`config.mk`:
```
export PLATFORM = sky130hd
export DESIGN_NAME = mem_port_arbiter
export DESIGN_NICKNAME = d
export VERILOG_FILES = /design/src/rtl/mem_port_arbiter_pkg.sv /design/src/rtl/mem_port_arbiter_rr_priority_pick.sv /design/src/rtl/mem_port_arbiter.sv
export SDC_FILE = /design/constraint.sdc
export NUM_CORES = 1
export LEC_CHECK = 0
export CORE_AREA = 2 2 39 41
export CTS_CLUSTER_DIAMETER = 40
export DETAILED_ROUTE_END_ITERATION = 10
export DIE_AREA = 0 0 41 43
export PLACE_DENSITY = 0.7
export SYNTH_ARGS = -nofsm -noshare
export SYNTH_HDL_FRONTEND = slang
export SYNTH_HIERARCHICAL = 1
export SYNTH_SLANG_ARGS = --single-unit
```
`constraint.sdc`:
```
create_clock -name clk -period 3.7 [get_ports clk]
set_clock_uncertainty 0.05 [all_clocks]
set_input_delay 0.74 -clock clk [delete_from_list [all_inputs] [get_ports clk]]
set_output_delay 0.74 -clock clk [all_outputs]
set_load 0.03 [all_outputs]
```
`src/rtl/mem_port_arbiter_pkg.sv`:
```
// mem_port_arbiter_pkg: shared state encoding, default sizing and counter width helper for the port arbiter
package mem_port_arbiter_pkg;
    localparam int DEF_M = 4;
    localparam int DEF_N = 2;
    localparam int DEF_TO_CYCLES = 15;
    typedef enum logic {IDLE = 1'b0, BUSY = 1'b1} state_t;
    function automatic int cnt_width(input int limit);
        return $clog2(limit + 1);
    endfunction
endpackage

```
`src/rtl/mem_port_arbiter_rr_priority_pick.sv`:
```
// rr_priority_pick: combinational round-robin winner search starting at ptr and wrapping at M-1
module rr_priority_pick
    import mem_port_arbiter_pkg::*;
#(
    parameter int M = DEF_M,
    parameter int N = DEF_N
) (
    input  logic [M-1:0] req,
    input  logic [N-1:0] ptr,
    output logic         any,
    output logic [N-1:0] win_idx
);
    logic [M-1:0] hi;
    logic [N-1:0] win_hi;
    logic [N-1:0] win_lo;
    // hi holds requests at or above ptr; fall back to the lowest request overall when none
    always_comb begin
        hi = '0;
        win_hi = '0;
        win_lo = '0;
        for (int j = M - 1; j >= 0; j--) begin
            hi[j] = req[j] && (j >= int'(ptr));
            if (hi[j]) win_hi = N'(j);
            if (req[j]) win_lo = N'(j);
        end
    end
    assign any = |req;
    assign win_idx = |hi ? win_hi : win_lo;
endmodule

```
`src/rtl/mem_port_arbiter.sv`:
```
// mem_port_arbiter: round-robin shared memory port arbiter, grant held until done; optional watchdog under ARB_TIMEOUT_EN
module mem_port_arbiter
    import mem_port_arbiter_pkg::*;
#(
    parameter int M = DEF_M,
    parameter int N = DEF_N,
    parameter int TO_CYCLES = DEF_TO_CYCLES
) (
    input  logic         clk,
    input  logic         rst_n,
    input  logic [M-1:0] req,
    input  logic         done,
    output logic [M-1:0] gnt,
    output logic [N-1:0] gnt_idx,
    output logic         gnt_valid,
    output logic         timeout
);
    state_t state, state_nxt;
    logic [N-1:0] ptr, ptr_arb, idx_inc, win_idx, gnt_idx_nxt;
    logic [M-1:0] gnt_nxt;
    logic any, to_hit, rel, load;
    assign idx_inc = (gnt_idx == N'(M - 1)) ? '0 : gnt_idx + 1'b1;
    assign rel = (state == BUSY) && (done || to_hit);
    assign load = (state == IDLE) || rel;
    // on release the just-served requester drops to lowest priority in the same cycle
    assign ptr_arb = rel ? idx_inc : ptr;
    rr_priority_pick #(.M(M), .N(N)) u_pick (
        .req(req),
        .ptr(ptr_arb),
        .any(any),
        .win_idx(win_idx)
    );
    always_ff @(posedge clk or negedge rst_n) begin
        if (!rst_n) begin
            state <= IDLE;
            ptr <= '0;
            gnt <= '0;
            gnt_idx <= '0;
            gnt_valid <= 1'b0;
        end else begin
            state <= state_nxt;
            gnt <= gnt_nxt;
            gnt_idx <= gnt_idx_nxt;
            gnt_valid <= |gnt_nxt;
            if (rel) ptr <= ptr_arb;
        end
    end
    always_comb state_nxt = load ? (any ? BUSY : IDLE) : state;
    always_comb begin
        gnt_nxt = load ? (any ? M'(1) << win_idx : '0) : gnt;
        gnt_idx_nxt = load ? (any ? win_idx : '0) : gnt_idx;
    end
`ifdef ARB_TIMEOUT_EN
    localparam int CW = cnt_width(TO_CYCLES);
    logic [CW-1:0] cnt;
    always_ff @(posedge clk or negedge rst_n) begin
        if (!rst_n) cnt <= '0;
        else if (load && any) cnt <= '0;
        else if (state == BUSY && !done) cnt <= cnt + 1'b1;
    end
    // a coincident done wins, so the watchdog only fires when done is absent
    assign to_hit = (state == BUSY) && !done && (cnt == CW'(TO_CYCLES));
    assign timeout = to_hit;
`else
    assign to_hit = 1'b0;
    assign timeout = 1'b0;
`endif
endmodule

```
==> After elaboration in Yosys (flattened, before gate mapping) <==
Cells that the tools add are included.
{ "word_totals": {"in_bits": 7, "regBits": 10, "out_inout_bits": 8, "elab_cells": 34} }
{ "op_classes": {"bitwise_logic": 1, "n_eq_ne": 1, "n_reduce_logical": 8, "n_lt_le_gt_ge": 3, "shift": 1, "mux": 14, "n_addsub": 1} }
{ "op_table": {"columns": ["operator", "count"], "rows": [
  ["$mux W2", 11],
  ["$reduce_or A4 Y1", 3],
  ["$mux W4", 2],
  ["$ge A1 B2 Y1 const A", 2],
  ["$logic_and A1 B1 Y1", 4],
  ["$shl A1 B2 Y4 const A", 1],
  ["$add A2 B1 Y2 const B", 1],
  ["$eq A2 B2 Y1 const B", 1],
  ["$ge A2 B2 Y1 const A", 1],
  ["$logic_or A1 B1 Y1", 1],
  ["$mux W1", 1],
  ["$not A1 Y1", 1]
]} }

==> Depth between registers and ports, before layout <==
Gate-level depths: netlist (run 1).
{ "depth": {"word_depth": 13, "ltp_mapped": 8, "mapped_depth_nobuf": 8} }

==> Modules after synthesis <==
The synthesis (run 1) kept the hierarchy.
{ "modules_own_cells": {"columns": ["mod", "n_inst", "area_per_inst_um2", "cells_per_inst"], "rows": [
  ["mem_port_arbiter", 1, 475.5, 39],
  ["rr_priority_pick", 1, 77.6, 13]
]} }

==> Worst setup path after synthesis (run 1) <==
No wires, ideal clock.
{ "synth_timing": {"path_kind": "in2reg", "startpoint": "input port done", "endpoint": "register gnt[1]", "t_arrival_ps": 2107, "setup_ps": 128, "path_stages": 7, "slack_ps": 1416, "path_buffers": 0, "path_cell_list": "nand2_1 > mux2_2 > nor3b_1 > a211oi_1 > nor2_1 > and3b_1 > mux2_1"} }
{ "synth_between": {"elab_chain_len": 11, "word_cells_on_any_way": 17} }
{ "synth_rtl": {"columns": ["element", "line", "rtl"], "rows": [
  ["start: declaration", "mem_port_arbiter.sv:12", "input logic done,"],
  ["$logic_and A1 B1 Y1 (*)", "mem_port_arbiter.sv:23", "assign rel = (state == BUSY) && (done || to_hit);"],
  ["$mux W2 (*)", "mem_port_arbiter.sv:26", "assign ptr_arb = rel ? idx_inc : ptr;"],
  ["named net ptr_arb[1]", "mem_port_arbiter.sv:19", "logic [N-1:0] ptr, ptr_arb, idx_inc, win_idx, gnt_idx_nxt;"],
  ["$ge A2 B2 Y1", "mem_port_arbiter_rr_priority_pick.sv:22", "hi[j] = req[j] && (j >= int'(ptr));"],
  ["$logic_and A1 B1 Y1", "mem_port_arbiter_rr_priority_pick.sv:22", null],
  ["$mux W2 (3 in a row)", "mem_port_arbiter_rr_priority_pick.sv:23", "if (hi[j]) win_hi = N'(j);"],
  ["$mux W2 (*)", "mem_port_arbiter_rr_priority_pick.sv:28", "assign win_idx = |hi ? win_hi : win_lo;"],
  ["named net win_idx[1]", "mem_port_arbiter.sv:19", null],
  ["$shl A1 B2 Y4 (*)", "mem_port_arbiter.sv:50", "gnt_nxt = load ? (any ? M'(1) << win_idx : '0) : gnt;"],
  ["$mux W4 (*) (2 in a row)", "mem_port_arbiter.sv:50", null],
  ["named net gnt_nxt[1]", "mem_port_arbiter.sv:20", "logic [M-1:0] gnt_nxt;"],
  ["end signal: assignment", "mem_port_arbiter.sv:42", "gnt <= gnt_nxt;"],
  ["end: declaration", "mem_port_arbiter.sv:13", "output logic [M-1:0] gnt,"]
]} }
The timed path passes the listed nets; every way through them passes the cells marked *.
A chain may end at the register's enable or synchronous reset.

==> Final worst setup path (run 1) <==
Ends and elaborated chain as after synthesis.

==> impl_metrics.csv, run 1 <==
group,metric,value,unit
synthesis,yosysWarnings,6,
routing,vias,423,
timing,tns,0,ns
placement,place_congestion,0.717,
pwr,finalPower,547,uW
routing,routed_wl,982,um
setup_path,critPathMaxFanout,7,
layout,final_nets,77,
cts,cts_made_buffers,3,
setup_path,cp_slowest_cell,"clkdlybuf4s50_1",
setup_path,path_cells,"clkdlybuf4s50_1, nand2_1, mux2_2, nor3b_1, a211oi_1, nor2_1, and3b_1, mux2_1",
floorplan,rows,14,
timing,finalHoldViolCount,0,
setup_path,cp.arrival,2.82,ns
cts,insertion_delay,0.26,ns
floorplan,fp.dieW,41,um
pwr,p_seq_share,32.3,%
synthesis,synthCells,52,
synthesis,avgSynthCellArea,10.6,um2
pwr,p_int,340,uW
global_route,grt_max_degree,11,
setup_path,rr_worst_depth,7,
setup_path,criticalPathCategory,"in2reg",
cts,cts.sinks,10,
routing,via_per_inst,5.04,
hold_path,min_from,"ptr[1]",
layout,area_growth,32.4,%
pwr,clkPwrFrac,17.9,%
setup_path,critPathLaunchType,"input pin",
setup_path,crit_path_max_incr_delay,0.49,ns
timing,timing.final.crit_share,73.8,%
cts,postCtsSetupBuffers,0,
cts,path_clk_slew,0.07,ns
routing,wl_per_cell,11.7,um
floorplan,initial_core_util,40.0,%
pwr,pwr-share-comb,49.8,%
placement,io_buffers,13,
floorplan,die_area,0.00176,mm2
cts,clk_path_buf_depth,2,
placement,post-dp-hpwl,760,um
cts,cts_tree,"built",
pwr,ir_drop,0.296,mV
cts,cts_resized,0,
pwr,swShare,37.9,%
routing,ant_nets,0,
synthesis,syn_nets,60,
global_route,grt_use_total,14.5,%
setup_path,crit_path_end_kind,"register",
hold_path,hold_path.class,"reg2reg",
timing,finalCriticalPeriod,2.73,ns
global_route,overflow,0,
timing,slew_violations,0,
cts,cts-htree-levels,1,
synthesis,synth-seq-cells,10,
cts,clock_tree.root_cell,"clkbuf_4",
synthesis,synth_cell_type_count,23,
floorplan,die_h,43,um
global_route,grt_pass1_wl,1720,um
floorplan,io-pin-count,15,
setup_path,r2r_start,"gnt_idx[0]",
hold_path,holdPathEnd,"ptr[1]",
floorplan,core-area,0.00138,mm2
global_route,antenna_found_initial,0,
layout,drive_gt1_share,16.2,%
synthesis,synthesis.area,553,um2
layout,diodes,0,
setup_path,r2r_end,"gnt[1]",
timing,setup-violations-final,0,
synthesis,yosys-top-cells-area,"dfrtp_1 45%, mux2_2 8.1%, nand3b_1 5.4%",
job,cap_violations,0,
timing,fmax,0.366,GHz
cts,ctsHoldBuffers,0,
global_route,grt_pass1_vias,378,
timing,rsz0062_at_grt,"no",
setup_path,r2r_setup_slack,1.48,ns
synthesis,synth_top_area_share,45.2,%
synthesis,yosysSeqAreaShare,45.2,%
hold_path,hold_depth,1,
synthesis,synth_top_cell_by_area,"dfrtp_1",
setup_path,critPathRequiredTime,3.79,ns
routing,first_iter_violations,1,
routing,detail_route.first_pass.iterations,3,
outcome,status,"completed",
routing,drc,0,
pwr,switching_power,207,uW
pwr,leakage,0.000311,uW
pwr,powerDensity,747,mW/mm2
==> metal layers <==
layer,global-route usage [%],up-vias,share of wire [%]
met2,18.8,9,45
li1,-,215,-
met3,4.71,2,4.1
met4,8.00,0,1.4
met5,0,-,0
met1,20.7,197,49
==> layout make-up <==
type	count	area, um2
fillers	136	652
flip-flops and latches	10	250
clock buffers	4	36.3
multi-input cells	41	295
repair buffers	13	130
well taps	16	20.0
==> worst max-delay path: cells and delay by family <==
family,cells,cell delay [ns]
AO/OA/AOI/OAI,1,0.07
multiplexers,2,0.69
AND/OR/NAND/NOR,4,0.83
buffers and inverters,1,0.49
==> placed cells by master (no fill, tap or decap) <==
cell / n
nand2_1: 5
clkbuf_4: 3
nand3_1: 1
a211oi_1: 1
mux2_2: 4
o31ai_1: 1
clkbuf_8: 1
nor3b_1: 2
and2b_4: 1
a211oi_2: 1
nand3b_1: 4
nor2_1: 5
mux2_4: 1
mux2i_1: 1
or4_1: 1
nand2b_1: 4
conb_1: 1
mux2_1: 2
o21ai_0: 2
and3b_1: 1
o21ai_1: 1
ha_1: 1
clkdlybuf4s50_1: 13
a21oi_1: 1
dfrtp_1: 10
==> how the worst max path moves through the flow <==
stage | from | end | slack (ns) | depth (start not counted)
2_1_floorplan | done | gnt[1] | 1.42 | 7
3_3_place_gp | done | gnt[1] | 0.78 | 8
3_5_place_dp | done | gnt[1] | 0.75 | 8
4_1_cts | done | gnt[1] | 1.0 | 8
5_1_grt | done | gnt[1] | 0.86 | 8
6_report | done | gnt[1] | 0.97 | 8
==> cells by family after synthesis <==
kind of cell / after synthesis / share of synthesized area [%]
AOI/OAI and AO/OA: 7 / 8.60
adders and majority gates: 1 / 2.26
buffers and inverters: 1 / 1.36
DFF: 10 / 45.2
muxes: 8 / 16.7
other: 1 / 0.678
and+or+nand+nor: 24 / 25.1
==> state kept, by name, indices dropped and copies added (netlist names) <==
register   cells
gnt            4
gnt_idx        2
state          1
gnt_valid      1
ptr            2
==> synthesized netlist by cell type, drive strengths merged <==
library cell and count:
o31ai 1, a211oi 2, nor3b 2, buf 1
a21oi 1, nand3b 4, nor2 5, or4 1
nand2b 4, ha 1, and3b 1, mux2i 1
conb 1, dfrtp 10, and2b 1, nand3 1
o21ai 3, mux2 7, nand2 5
==> through the flow <==
stage / instance area [um2] / hold slack, ns / worst slack (ns) / instances / util [%]
detailed placement: 696 / 0.442 / 0.747 / 80 / 50.3
global route: 732 / 0.504 / 0.856 / 84 / 52.9
floorplan: 553 / 0.394 / 1.42 / 52 / -
CTS: 732 / 0.458 / 1.00 / 84 / 52.9
finish: 732 / 0.455 / 0.971 / 84 / 52.9
global placement: 696 / 0.440 / 0.782 / 80 / 50.3
==> power by group through the flow <==
stage                     Clock (uW)  Sequential, uW  Combinational (uW)
after global placement             0             178                 270
final                           97.6             177                 272
after global routing             108             185                 297
after floorplan                    0             235                 123
after CTS                        101             177                 274
after detailed placement           0             180                 273
Note: power is estimated with default switching activity, not from simulation.
==> inputs of run 2 (changes only) <==
clock period = 2.81 ns   (was 3.7 ns; I/O delays follow)
==> impl_metrics.csv, run 2 (same netlist as run 1, synthesis figures left out) <==
group,metric,value,unit
pwr,switching_power,267,uW
layout,drive_gt1_share,17.4,%
hold_path,hold_path.class,"reg2reg",
timing,rsz0062_at_grt,"no",
pwr,clkPwrFrac,13.7,%
placement,post-dp-hpwl,805,um
cts,cts_tree,"built",
pwr,p_int,426,uW
layout,final_cell_mix,"13 x clkdlybuf4s50_1, 10 x dfrtp_1, 5 x nor2_1, 5 x nand2_1",
setup_path,cp.arrival,2.48,ns
timing,finalCriticalPeriod,2.39,ns
floorplan,fp.dieW,41,um
pwr,finalPower,694,uW
global_route,overflow,0,
layout,final_nets,79,
layout,largest_reg_flops,4,
cts,ctsHoldBuffers,0,
cts,path_clk_slew,0.06,ns
cts,cts_resized,0,
floorplan,die_area,0.00176,mm2
layout,fillerInstances,139,
placement,io_buffers,13,
floorplan,initial_core_util,40.0,%
layout,area_growth,32.6,%
global_route,grt_pass1_vias,435,
placement,dp.cells,82,
timing,finalHoldViolCount,0,
layout,diodes,0,
routing,ant_nets,0,
layout,top_register,"gnt",
pwr,p_seq_share,33.3,%
cts,clock_tree.root_cell,"clkbuf_4",
routing,routed_wl,1020,um
timing,whs,0.453,ns
outcome,status,"completed",
placement,placed_area,711,um2
layout,final_area,733,um2
layout,largest_registers,"gnt (4), gnt_idx (2), ptr (2)",
setup_path,criticalPathCategory,"in2reg",
cts,insertion_delay,0.26,ns
cts,postCtsSetupBuffers,0,
floorplan,die_h,43,um
routing,detail_route.first_pass.iterations,4,
setup_path,critPathMaxFanout,5,
pwr,swShare,38.5,%
pwr,pwr-share-comb,53.0,%
routing,wl_per_cell,12.0,um
global_route,grt_use_total,15.9,%
pwr,leakage,0.000314,uW
pwr,ir_drop,0.383,mV
global_route,grt_pass1_wl,1870,um
floorplan,core-area,0.00138,mm2
timing,timing.final.crit_share,85.0,%
layout,layout_commonest_cell,"clkdlybuf4s50_1",
cts,clk_path_buf_depth,2,
routing,via_per_inst,5.14,
routing,drc,0,
global_route,antenna_found_initial,0,
setup_path,critPathRequiredTime,2.90,ns
cts,cts-htree-levels,1,
floorplan,rows,14,
timing,fmax,0.419,GHz
timing,slew_violations,0,
job,cap_violations,0,
setup_path,critPathLaunchType,"input pin",
placement,place_congestion,0.702,
global_route,grt_max_degree,11,
cts,cts_made_buffers,3,
timing,setup-violations-final,0,
layout,layout.cells.non_filler,85,
setup_path,crit_path_end_kind,"register",
routing,vias,437,
pwr,powerDensity,946,mW/mm2
cts,cts.sinks,10,
floorplan,io-pin-count,15,
routing,first_iter_violations,6,
timing,tns,0,ns
-- run 2: per-stage QoR --
step / util (%) / setup WS, ns
5_1_grt: 53.0 / 0.216
6_report: 53.0 / 0.422
3_3_place_gp: 51.4 / 0.137
4_1_cts: 53.0 / 0.407
3_5_place_dp: 51.4 / 0.143
2_1_floorplan: - / 0.634
-- run 2: area by class of cell --
cell class	instances	area (um2)	share of cell area, %
timing repair buffer	15	145	19.8
clock buffer	3	22.5	3.07
tap	16	20.0	2.73
multi-input combinational	41	295	40.3
sequential	10	250	34.1
-- run 2: worst paths after layout --
kind                       startpoint   endpoint  slack, ns  cells after the start
min reg2reg                    gnt[1]     gnt[1]       0.45                      1
max reg2reg                     state     gnt[1]       0.71                      7
max in group asynchronous       rst_n  gnt_valid       1.84                      1
max                              done     gnt[1]       0.42                      8
min                            gnt[1]     gnt[1]       0.45                      1
min in group asynchronous       rst_n     gnt[3]       0.56                      1
-- run 2: critical path, stage by stage --
cell,delay (ns)
clkdlybuf4s50_1,0.45
nand2_1,0.17
mux2_2,0.40
nor3b_1,0.19
a211oi_1,0.07
nor2_1,0.15
and3b_1,0.20
mux2_1,0.28
-- run 2: power by group through the flow --
| stage | clock [uW] | sequential [uW] | combinational [uW] |
|---|---|---|---|
| 6_report | 95.2 | 231 | 368 |
| 5_1_grt | 106 | 240 | 410 |
| 4_1_cts | 99.2 | 232 | 371 |
| 3_5_place_dp | 0 | 235 | 371 |
| 3_3_place_gp | 0 | 235 | 366 |
| 2_1_floorplan | 0 | 309 | 162 |
-- run 2: routing by layer --
layer | routed length (um) | GRT usage [%] | up-vias
met2 | 480 | 22.5 | 9
met5 | 0 | 0 | -
met3 | 35 | 4.71 | 2
met4 | 14 | 8.00 | 0
li1 | - | - | 224
met1 | 493 | 21.1 | 202
==> edit 1, RTL diff (flow settings as in run 2) <==
The option `ARB_TIMEOUT_EN` is turned on by a define.
--- a/src/rtl/mem_port_arbiter.sv
+++ b/src/rtl/mem_port_arbiter.sv
@@ -1,4 +1,6 @@
 // mem_port_arbiter: round-robin shared memory port arbiter, grant held until done; optional watchdog under ARB_TIMEOUT_EN
+`define ARB_TIMEOUT_EN
+
 module mem_port_arbiter
     import mem_port_arbiter_pkg::*;
 #(
Behaviour: no difference found for any inputs over 10 cycles, from zero or initial values and one cycle with rst_n low; that may be too few to reach the edited logic, so the function may still have changed.
==> edit 1 against run 2 <==
- die area unchanged
- worst setup slack got worse by 0.19 ns
- sequential cell count increased by 4
- critical path type is now register to register
- wire length increased by 49%
- power increased by 17%
- cell count increased by 28%
- largest cell class unchanged
- critical path depth increased by 1
- cell area increased by 33%
- count of clock-buffer cells in the layout increased by 1
- area after synthesis increased by 46%
==> edit 1: results (changes against run 2) <==
Global route
  • Vias in the first global route: 581 (+34%)
  • Pin count of the biggest net entering global routing: 15 (+4)
  • Tot GR Track Use: 20.43% (+4.5 points)
  • First-pass GRT wire length: 2.456 mm (+31%)

Clocking
  • Clock Pin Slew Worst Setup and Hold Paths: 0.09 ns (+0.03 ns)
  • Worst-Skew Late Latency: 0.28 ns (+0.02 ns)

Power and ir drop
  • Peak VDD IR: 510.8 uV (+33%)
  • Lkg Pwr: 0.4230 nW (+35%)

Route
  • Metal3 WL: 30 um (-14%)
  • Via count: 621 (+42%)
  • Metal-1 WL: 702 um (+42%)
  • Wire length per cell: 13.95 um (+16%)
  • Vias per cell: 5.697 (+11%)
  • DRT iter0 DRCs: 4 (-2)
  • Met2 routed WL: 751 um (+56%)

Critical path
  • RR Startpoint: cnt[0]
  • CP max-delay cell: dfrtp_1
  • Worst Path Max Fanout: 5 (unchanged)
  • Critical path's largest stage delay: 0.42 ns (-0.03 ns)
  • R2R Path End: gnt[2]
  • R2r worst-path depth: 9 (+2)
  • Crit path launch: cnt[0]
  • CP arrival: 2.73 ns (+0.25 ns)

Placement
  • Area after DPL: 940.9 sq um (+32%)
  • Dpl ws: 0.05599 ns (-0.08680 ns)
  • Post-placement cell count: 105 (+28%)
  • GPL Wtd Cong: 0.7147 (+1.8%)

Yosys
  • Synth Net Count: 86 (+43%)
  • Top cells by area, synth: dfrtp_1 (43%), mux2_2 (5.6%), nand3_1 (4.3%)
  • Syn Area/Cell: 10.46 sq um (-1.6%)
  • Synth cell count leaders: dfrtp_1 (14), nand3_1 (7), nor2_1 (7)

Worst hold path
  • Endpoint of the worst hold-timing path: ptr[0]

Final layout
  • Largest regs: cnt x4, gnt x4
  • Fillers: 113 (-19%)
  • Final #Nets: 103 (+30%)
  • Post-layout util: 70.61% (+18 points)

Status
  • Status: finished clean

Timing
  • Min Hold Slack: 0.4771 ns (+0.02415 ns)
-- edit 1: cells by family (layout without fill, tap and decap cells) --
group | count (synthesis) | in the layout | synth area share (%)
AO/OA/AOI/OAI | 17 | 17 | 17.55
buffers and inverters | 5 | 21 | 4.659
adder cells (fa/ha/maj) | 2 | 2 | 3.105
multiplexers | 6 | 6 | 8.074
XOR/XNOR | 1 | 1 | 1.087
AND/OR/NAND/NOR | 32 | 32 | 22.05
flip-flops | 14 | 14 | 43.48
-- edit 1: worst max path at each step --
stage | endpoint | slack, ns
final | gnt[2] | 0.23
after global routing | gnt[2] | 0.03
after CTS | gnt[2] | 0.20
after detailed placement | gnt[2] | 0.06
after global placement | gnt[2] | 0.09
after floorplan | gnt[2] | 0.46
-- edit 1: worst max-delay path: cells and delay by family (launching register included) --
kind | cells | cell delay (ns)
compound gates | 3 | 0.48
fa+ha+maj | 1 | 0.27
flops | 1 | 0.42
mux | 1 | 0.41
simple gates | 4 | 0.86
-- edit 1: cell type report --
class,count,area share (%)
Clock buffer,4,3.713
Multi-Input combinational cell,58,42.77
Timing Repair Buffer,15,14.85
Tap cell,16,2.049
Sequential cell,14,35.85
Inverter,2,0.7682
-- edit 1: power by group --
group | leakage (nW) | switching, W | internal (W) | total [W]
Combinational | 0.229 | 0.000203 | 0.000168 | 0.000371
Clock | 0.0210 | 0.0000664 | 0.0000788 | 0.000145
Sequential | 0.173 | 0.0000412 | 0.000257 | 0.000299
Total | 0.423 | 0.000310 | 0.000504 | 0.000814
-- edit 1: metal layers --
layer  up-vias  GRT usage (%)
met5         -              0
met4         0          10.00
met3         4          1.571
met2        10          30.94
met1       290          28.37
li1        317              -
==> edit 2, RTL diff (flow settings as in run 2) <==
Made on the original files. `DEF_N`: 2 -> 1.
--- a/src/rtl/mem_port_arbiter_pkg.sv
+++ b/src/rtl/mem_port_arbiter_pkg.sv
@@ -1,7 +1,7 @@
 // mem_port_arbiter_pkg: shared state encoding, default sizing and counter width helper for the port arbiter
 package mem_port_arbiter_pkg;
     localparam int DEF_M = 4;
-    localparam int DEF_N = 2;
+    localparam int DEF_N = 1;
     localparam int DEF_TO_CYCLES = 15;
     typedef enum logic {IDLE = 1'b0, BUSY = 1'b1} state_t;
     function automatic int cnt_width(input int limit);
Ports: changed (resized gnt_idx); port bits go from 15 to 14. No check against the original RTL was run, so the function may have changed too.
==> edit 2 against run 2 <==
- sequential cell count down 2
- area after synthesis down 34%
- combinational power down 80%
- register-to-register slack better by 0.63 ns
- cell area down 29%
- utilization down 15 points
- maximum frequency up 24%
- wire length down 40%
- worst setup slack better by 0.47 ns
- power down 57%
- largest cell class is now registers
==> edit 2: results (changes against run 2) <==
Final layout
  • Non-clock buffers: 12 (-3)
  • Share of cells above drive strength 1: 13.33% (-4.1 points)
  • Buffering overhead: 23.02% (+3.2 points)
  • Storage cell area: 200.2 sq um (-20%)
  • ClkCell Share: 4.317% (+1.2 points)
  • Multi-input gate count: 20 (-51%)
  • Logic inverters: 2 (+2)
  • Fillers: 154 (+11%)

Critical path
  • CP arrival: 1.31 ns (-1.17 ns)
  • Worst Path Max Fanout: 4 (-1)
  • CP top delay family: buffers and inverters

Route
  • Metal3 WL: 55 um (+57%)
  • Drt pass-1 iters: 1 (-3)

Global route
  • Met3 GRT Util: 3.665% (-1.0 points)
  • First-pass GRT wire length: 1.083 mm (-42%)
  • GR Util met1: 11.71% (-9.4 points)
  • M2 GR Usage: 12.19% (-10 points)

Yosys
  • Adder-Cell Fraction of Synth Area: 0% (-2.3 points)
  • Yosys reg bits: 8 (-2)
  • Yosys cell types: 16 (-30%)
  • Top cells by area, synth: dfrtp_1 (55%), mux2i_1 (5.5%), mux2_4 (4.1%)

Placement
  • DP HPWL: 482.4 um (-40%)
  • Port bufs: 12 (-1)

Worst hold path
  • HP Start: gnt_idx

Status
  • Status: finished clean
## edit 2: stage by stage
stage	cells	setup slack, ns	instance area [sq um]	utilization, %	total power [W]
4_1_cts	61	0.8708	521.8	37.70	0.0003031
6_report	61	0.8904	521.8	37.70	0.0002964
2_1_floorplan	31	1.105	366.6	-	0.0001792
3_3_place_gp	58	0.6118	499.2	36.08	0.0002112
3_5_place_dp	58	0.6273	499.2	36.08	0.0002120
5_1_grt	61	0.8322	521.8	37.70	0.0003174
## edit 2: worst max-delay path by stage
stage                     slack (ns)      end     from  cells after the start
after floorplan                 1.11   gnt[0]   req[1]                      3
after global placement          0.61   gnt[0]     done                      7
after detailed placement        0.63   gnt[0]     done                      7
after CTS                       0.87  gnt_idx  gnt_idx                      1
after global routing            0.83  gnt_idx  gnt_idx                      1
final                           0.89  gnt_idx  gnt_idx                      1
